**src/rtl/v_alu_issue_ctrl.sv**
```systemverilog
// Issue controller for the lane vector ALU: accepts one instruction, streams operand
// beats to the VRF, tracks ALU latency and hands masked result beats to writeback.
module v_alu_issue_ctrl #(
   parameter int PARALLEL_IF_NUM = 4,
   parameter int VL_W            = 12,
   parameter int ADDR_W          = 9,
   parameter int ALU_LAT         = 3,
   parameter int MUL32_LAT       = 5
) (
   input  logic                           clk,
   input  logic                           rst,
   input  logic                           instr_valid_i,
   output logic                           instr_ready_o,
   input  logic [6:0]                     instr_opmode_i,
   input  logic [VL_W-1:0]                instr_vl_i,
   input  logic                           instr_mul32_i,
   output logic                           vrf_ren_o,
   output logic [ADDR_W-1:0]              vrf_raddr_o,
   output logic [PARALLEL_IF_NUM*7-1:0]   alu_opmode_o,
   output logic                           alu_en_32bit_mul_o,
   output logic                           alu_stall_o,
   output logic                           wb_valid_o,
   output logic [ADDR_W-1:0]              wb_addr_o,
   output logic [PARALLEL_IF_NUM-1:0]     wb_lane_en_o,
   input  logic                           wb_ready_i,
   output logic                           busy_o,
   output logic                           done_o
);

   localparam int P     = PARALLEL_IF_NUM;
   localparam int TAP_N = ALU_LAT - 1;
   localparam int TAP_M = MUL32_LAT - 1;

   typedef enum logic [1:0] {
      S_IDLE  = 2'd0,
      S_ISSUE = 2'd1,
      S_DRAIN = 2'd2,
      S_DONE  = 2'd3
   } state_t;

   state_t            state_q, state_d;
   logic [6:0]        opmode_q;
   logic              mul32_q;
   logic [ADDR_W-1:0] last_addr_q;
   logic [P-1:0]      last_mask_q;
   logic [ADDR_W-1:0] issue_cnt_q;

   logic              trk_vld_q  [MUL32_LAT];
   logic [ADDR_W-1:0] trk_addr_q [MUL32_LAT];
   logic [P-1:0]      trk_mask_q [MUL32_LAT];

   logic              accept;
   logic              stall;
   logic              issue_fire;
   logic              last_issue;
   logic              wb_fire;
   logic              last_wb;
   logic [P-1:0]      issue_mask;

   logic [VL_W:0]     vl_ext;
   logic [VL_W:0]     beats_norm;
   logic [VL_W:0]     beats_w;
   logic [ADDR_W-1:0] last_addr_w;
   logic [VL_W-1:0]   vl_rem;
   logic [P-1:0]      last_mask_w;

   // Beat geometry of the offered instruction, captured on accept.
   assign vl_ext      = {1'b0, instr_vl_i};
   assign beats_norm  = (vl_ext + (VL_W+1)'(P - 1)) / (VL_W+1)'(P);
   assign beats_w     = instr_mul32_i ? vl_ext : beats_norm;
   assign last_addr_w = ADDR_W'(beats_w - (VL_W+1)'(1));
   assign vl_rem      = instr_vl_i % VL_W'(P);

   generate
      for (genvar gi = 0; gi < P; gi++) begin : g_last_mask
         assign last_mask_w[gi] = (vl_rem == '0) || (vl_rem > VL_W'(gi));
      end
   endgenerate

   assign accept     = instr_valid_i && (state_q == S_IDLE);
   assign stall      = wb_valid_o && !wb_ready_i;
   assign issue_fire = (state_q == S_ISSUE) && !stall;
   assign last_issue = issue_fire && (issue_cnt_q == last_addr_q);
   assign wb_fire    = wb_valid_o && wb_ready_i;
   assign last_wb    = wb_fire && (wb_addr_o == last_addr_q);

   always_comb begin
      issue_mask = '1;
      if (mul32_q) begin
         issue_mask = P'(1);
      end else if (issue_cnt_q == last_addr_q) begin
         issue_mask = last_mask_q;
      end
   end

   always_ff @(posedge clk) begin
      if (rst) begin
         state_q <= S_IDLE;
      end else begin
         state_q <= state_d;
      end
   end

   always_comb begin
      state_d = state_q;
      case (state_q)
         S_IDLE: begin
            if (accept) begin
               state_d = (instr_vl_i == '0) ? S_DONE : S_ISSUE;
            end
         end
         S_ISSUE: begin
            if (last_issue) begin
               state_d = S_DRAIN;
            end
         end
         S_DRAIN: begin
            if (last_wb) begin
               state_d = S_DONE;
            end
         end
         S_DONE: begin
            state_d = S_IDLE;
         end
         default: begin
            state_d = S_IDLE;
         end
      endcase
   end

   always_ff @(posedge clk) begin
      if (rst) begin
         opmode_q    <= '0;
         mul32_q     <= 1'b0;
         last_addr_q <= '0;
         last_mask_q <= '0;
         issue_cnt_q <= '0;
      end else if (accept) begin
         opmode_q    <= instr_opmode_i;
         mul32_q     <= instr_mul32_i;
         last_addr_q <= last_addr_w;
         last_mask_q <= last_mask_w;
         issue_cnt_q <= '0;
      end else if (issue_fire) begin
         issue_cnt_q <= issue_cnt_q + ADDR_W'(1);
      end
   end

   // Accept flushes the tracker so leftovers past the short tap never reach a
   // following long-latency instruction.
   always_ff @(posedge clk) begin
      if (rst) begin
         trk_vld_q[0]  <= 1'b0;
         trk_addr_q[0] <= '0;
         trk_mask_q[0] <= '0;
      end else if (accept) begin
         trk_vld_q[0]  <= 1'b0;
      end else if (!stall) begin
         trk_vld_q[0]  <= issue_fire;
         trk_addr_q[0] <= issue_cnt_q;
         trk_mask_q[0] <= issue_mask;
      end
   end

   generate
      for (genvar gi = 1; gi < MUL32_LAT; gi++) begin : g_trk
         always_ff @(posedge clk) begin
            if (rst) begin
               trk_vld_q[gi]  <= 1'b0;
               trk_addr_q[gi] <= '0;
               trk_mask_q[gi] <= '0;
            end else if (accept) begin
               trk_vld_q[gi]  <= 1'b0;
            end else if (!stall) begin
               trk_vld_q[gi]  <= trk_vld_q[gi-1];
               trk_addr_q[gi] <= trk_addr_q[gi-1];
               trk_mask_q[gi] <= trk_mask_q[gi-1];
            end
         end
      end
   endgenerate

   assign wb_valid_o   = mul32_q ? trk_vld_q[TAP_M]  : trk_vld_q[TAP_N];
   assign wb_addr_o    = mul32_q ? trk_addr_q[TAP_M] : trk_addr_q[TAP_N];
   assign wb_lane_en_o = mul32_q ? trk_mask_q[TAP_M] : trk_mask_q[TAP_N];

   generate
      for (genvar gi = 0; gi < P; gi++) begin : g_opmode
         assign alu_opmode_o[gi*7 +: 7] = opmode_q;
      end
   endgenerate

   assign instr_ready_o      = (state_q == S_IDLE);
   assign busy_o             = (state_q != S_IDLE);
   assign done_o             = (state_q == S_DONE);
   assign vrf_ren_o          = issue_fire;
   assign vrf_raddr_o        = issue_cnt_q;
   assign alu_en_32bit_mul_o = mul32_q;
   assign alu_stall_o        = stall;

endmodule

```
**config.mk**
```make
export PLATFORM = sky130hd
export DESIGN_NAME = v_alu_issue_ctrl
export DESIGN_NICKNAME = d
export VERILOG_FILES = /design/src/rtl/v_alu_issue_ctrl.sv
export SDC_FILE = /design/constraint.sdc
export NUM_CORES = 1
export LEC_CHECK = 0
export ABC_AREA = 1
export CELL_PAD_IN_SITES_DETAIL_PLACEMENT = 1
export CELL_PAD_IN_SITES_GLOBAL_PLACEMENT = 1
export CORE_AREA = 2 2 128 130
export DETAILED_ROUTE_END_ITERATION = 6
export DIE_AREA = 0 0 130 132
export PLACE_DENSITY = 0.7
export SYNTH_ARGS = -nofsm -noshare
export SYNTH_HDL_FRONTEND = slang
export SYNTH_SLANG_ARGS = --single-unit
```
**constraint.sdc**
```tcl
create_clock -name clk -period 10.5 [get_ports clk]
set_input_delay 3.15 -clock clk [delete_from_list [all_inputs] [get_ports clk]]
set_output_delay 3.15 -clock clk [all_outputs]
set_load 0.02 [all_outputs]
```
==> results.md <==
STA:
- The final-report max-slew violation count is 0.
- Headroom to the max-slew limit came out at 23.9%.
- On the final layout, the worst clock skew is 0.00877 ns.
- On the final layout, the worst hold slack is 0.467 ns.
- Setup repair after global routing left no endpoint under its margin.
- The number of hold-slack violations in the final timing report was 0.
- The total negative setup slack is 0 ns.
- The routed design could run at a clock period as short as 7.84 ns.
- Based on the critical path, the design can be clocked at up to 127 MHz.
- The transition time at the pin with the least slew margin is 1.14 ns.
- Dividing the final minimum period by the clock period gives 74.7%.
- Setup violations remaining at the end of the flow were counted as 0.

Clock tree:
- The number of buffers created by CTS is 9.
- Buffers inserted to repair hold after CTS numbered 0.
- The H-tree level count is 3.
- The maximum count of clock buffers along a single path is 2.
- The number of setup buffers added after CTS is 0.
- The clock-pin transition on the worst setup and hold timing paths is 0.06 ns.
- The root buffer selected by CTS is clkbuf_16.
- At the later pin of the worst-skew pair, clock insertion delay measures 0.36 ns.
- After clock tree synthesis, the repair step resized 0 gates.
- The clock drives 102 sinks.
- TritonCTS built the clock tree.

Pwr:
- Power spread over the standard cell area amounts to 221 nW/um2.
- The part of the power in registers is 41.0%.
- The total power is 1420 uW.
- Per report_power, the combinational group accounts for 31.7% of the total.
- The worst-case IR drop observed on VDD is 94.1 uV.
- For this design the static power due to leakage is 0.00267 uW.
- The switching power is 486 uW.
- Net switching is 34.1% of the power.
- In this run, the clock network consumes 27.2% of the power.
- Cell internal power was estimated by the tool at 939 uW.

Detailed routing:
- The first detailed-routing pass took 4 iterations.
- After detailed routing, the number of remaining DRC violations is 0.
- The remaining antenna violation count is 0.
- The violation count after the first detailed-routing iteration is 205.
- The final layout contains routed wiring with a total length of 13.0 mm.
- The post-detailed-route via-to-cell ratio is 4.54.
- In the final routed layout, each cell accounts on average for 14.6 um.
- The routed layout has 4050 vias.

Global routing:
- The total routing resource utilization after global routing is 15.7%.
- The global-route wire length before repair is 21.0 mm.
- The pin count of the biggest net entering global routing is 67.
- The number of global-route vias before repair was 4202.
- The total global routing overflow is 0.
- The initial antenna violation count is 0.

Yosys:
- Of the total synthesized cell area, the portion taken by full adders, half adders and majority gates is 2.14%.
- The area fraction in compound gates after synthesis is 6.19%.
- The most used flip-flop cell after synthesis is edfxtp_1.
- Synthesis produced a netlist with a net count of 646.
- The most common cell in the synthesized netlist is nand2_1.
- In this run, distinct cell masters in the synthesized netlist total 36.
- Sequential elements use 52.2% of the synthesized area.
- The synthesized design contains 70 enable-type register cells.
- In this run the mean area of a mapped cell was 8.57 um2.
- The number of instances in the synthesized netlist is 613.
- The synthesis-stage register bit count is 102.
- By count the netlist is led by nand2_1 (116), inv_1 (105), nor2_1 (97), edfxtp_1 (70), dfxtp_1 (32).
- The multiplexer share of the synthesized area is 0%.
- Summing the areas of all and, or, nand and nor instances in the mapped netlist gives 25.1% of the synthesized area.
- Summing the areas of all xor and xnor instances in the mapped netlist gives 1.33% of the synthesized area.
- The combinational family with the most area after synthesis is simple AND/OR/NAND/NOR gates.
- The most area-hungry cell type in the Yosys netlist is edfxtp_1.
- Summing every instance area after synthesis gives 5250 um2.
- During synthesis, Yosys emitted a total of 0 warnings.
- After synthesis, the largest area contributor takes up 40.0% of total cell area.
- Ranked by total cell area, the synthesized netlist is headed by edfxtp_1 (40%), dfxtp_1 (12%), nand2_1 (8.3%).
- In the synthesized netlist the async set-or-reset flop fraction comes to 0%.

Critical path:
- In this run the critical register-to-register path is captured at trk_mask_q[0][2].
- The top fanout value on the critical path is 10.
- The startpoint identified for the worst register-to-register timing path is state_q[0].
- At the worst endpoint, the required time is 7.35 ns.
- The nature of the critical path endpoint is a primary output.
- The length in cells of the worst reg-to-reg path is 11.
- For the worst setup path, the data arrival time is 4.69 ns.
- The path type of the worst setup path is in -> out.
- The beginning of the critical path is wb_ready_i.
- The worst setup path is launched from a primary input.
- For flop-to-flop paths, the worst setup slack is 7.55 ns.

Floorplan:
- The die is 130 um wide.
- The starting density of the core is 33.4%.
- The area of the die is 17200 um2.
- The die outline height is 132 um.
- The standard-cell row count is 46.
- Pin placement for this block handled 81 I/O pins.
- The area inside the core boundary is 15700 um2.

Finish:
- The final design utilization is 41.0%.
- The total of fill cells in the finished design is 1839.
- The layout overhead on the synthesized area is 22.6%.
- The number of nets in the layout is 704.
- The number of antenna diodes in the final layout is 0.
- The post-route netlist has 9.62% of its cells at a drive strength greater than 1.
- Leaving out filler cells and counting taps, the final layout contains 892.

Hold path:
- The number of cells on the worst hold path is 2.
- The critical hold path startpoint is last_mask_q[0].
- The terminating pin of the worst hold path is last_mask_q[0].
- The type of the tightest min-delay check is reg -> reg.

Placed design:
- The HPWL after detailed placement is 9.51 mm.
- Routability-driven placement finished with a final weighted congestion of 0.867.
- After detailed placement, the design holds a cell count of 876.
- The total of buffers placed on input and output ports is 80.

Status:
- The run finished with clean final reports.

Job:
- Across the run, the number of max-cap violations was 0.
-- registers in the layout, summed over array words and instances (netlist names) --
name and cells:
trk_vld_q 5, trk_mask_q 20, vrf_raddr_o 9, opmode_q 7, last_addr_q 9, alu_en_32bit_mul_o 1, state_q 2, last_mask_q 4
trk_addr_q 45
-- critical path: stages --
cell and delay [ns]:
clkdlybuf4s50_1 0.52, inv_1 0.06, nand2_2 0.12, nand2_4 0.11, inv_2 0.12, clkdlybuf4s50_1 0.61
-- area by class of cell --
class | count | area, um2 | share of cell area (%)
Multi-Input combinational cell | 362 | 1840 | 28.5
Clock buffer | 9 | 225 | 3.50
Clock inverter | 7 | 118 | 1.83
Timing Repair Buffer | 83 | 823 | 12.8
Sequential cell | 102 | 2740 | 42.6
Inverter | 113 | 424 | 6.58
Tap cell | 216 | 270 | 4.19
-- layout by cell type (no fill, tap or decap), types with 3 or more instances in the layout --
cell / instances
inv_1: 105
nor2_2: 6
nor3_1: 5
clkdlybuf4s50_1: 80
nor2_4: 4
edfxtp_1: 70
xor2_1: 4
dfxtp_1: 32
o21ai_0: 18
inv_2: 8
ha_1: 9
nand3_1: 29
a22o_1: 8
o21ai_1: 7
nand2_1: 116
nand4_1: 11
xnor2_1: 4
clkbuf_16: 9
nand2_2: 12
nor2_1: 97
o21ai_2: 4
buf_4: 3
bufinv_16: 3
a21oi_1: 8
nand2_4: 7
-- how the worst max path moves through the flow --
stage / endpoint / cells past startpoint
2_1_floorplan: trk_addr_q[0][0] / 4
3_3_place_gp: vrf_ren_o / 6
3_5_place_dp: vrf_ren_o / 6
4_1_cts: vrf_ren_o / 6
5_1_grt: vrf_ren_o / 6
6_report: vrf_ren_o / 6
-- power groups by stage --
stage	Clock (uW)	Sequential (uW)	Combinational [uW]
2_1_floorplan	0	597	297
3_3_place_gp	0	588	445
3_5_place_dp	0	595	458
4_1_cts	396	586	462
5_1_grt	409	595	501
6_report	388	585	452
-- routing by layer --
layer | vias up | wire length, um | global-route usage [%]
met5 | - | 0 | 0
met4 | 0 | 263 | 6.15
met3 | 15 | 372 | 2.72
met2 | 65 | 6490 | 27.1
met1 | 1940 | 5880 | 19.5
li1 | 2030 | - | -
-- metrics by stage --
| stage | cell area (um2) | worst slack [ns] |
|---|---|---|
| 2_1_floorplan | 5250 | 1.97 |
| 3_3_place_gp | 6100 | 2.69 |
| 3_5_place_dp | 6100 | 2.67 |
| 4_1_cts | 6440 | 2.66 |
| 5_1_grt | 6440 | 2.62 |
| 6_report | 6440 | 2.66 |
-- logic make-up after synthesis --
kind of cell | count (synthesis)
AO/OA/AOI/OAI | 53
XOR/XNOR | 8
adder cells (fa/ha/maj) | 9
buffers and inverters | 149
flip-flops | 102
AND/OR/NAND/NOR | 292
No activity file was read; power rests on OpenSTA's default activity.
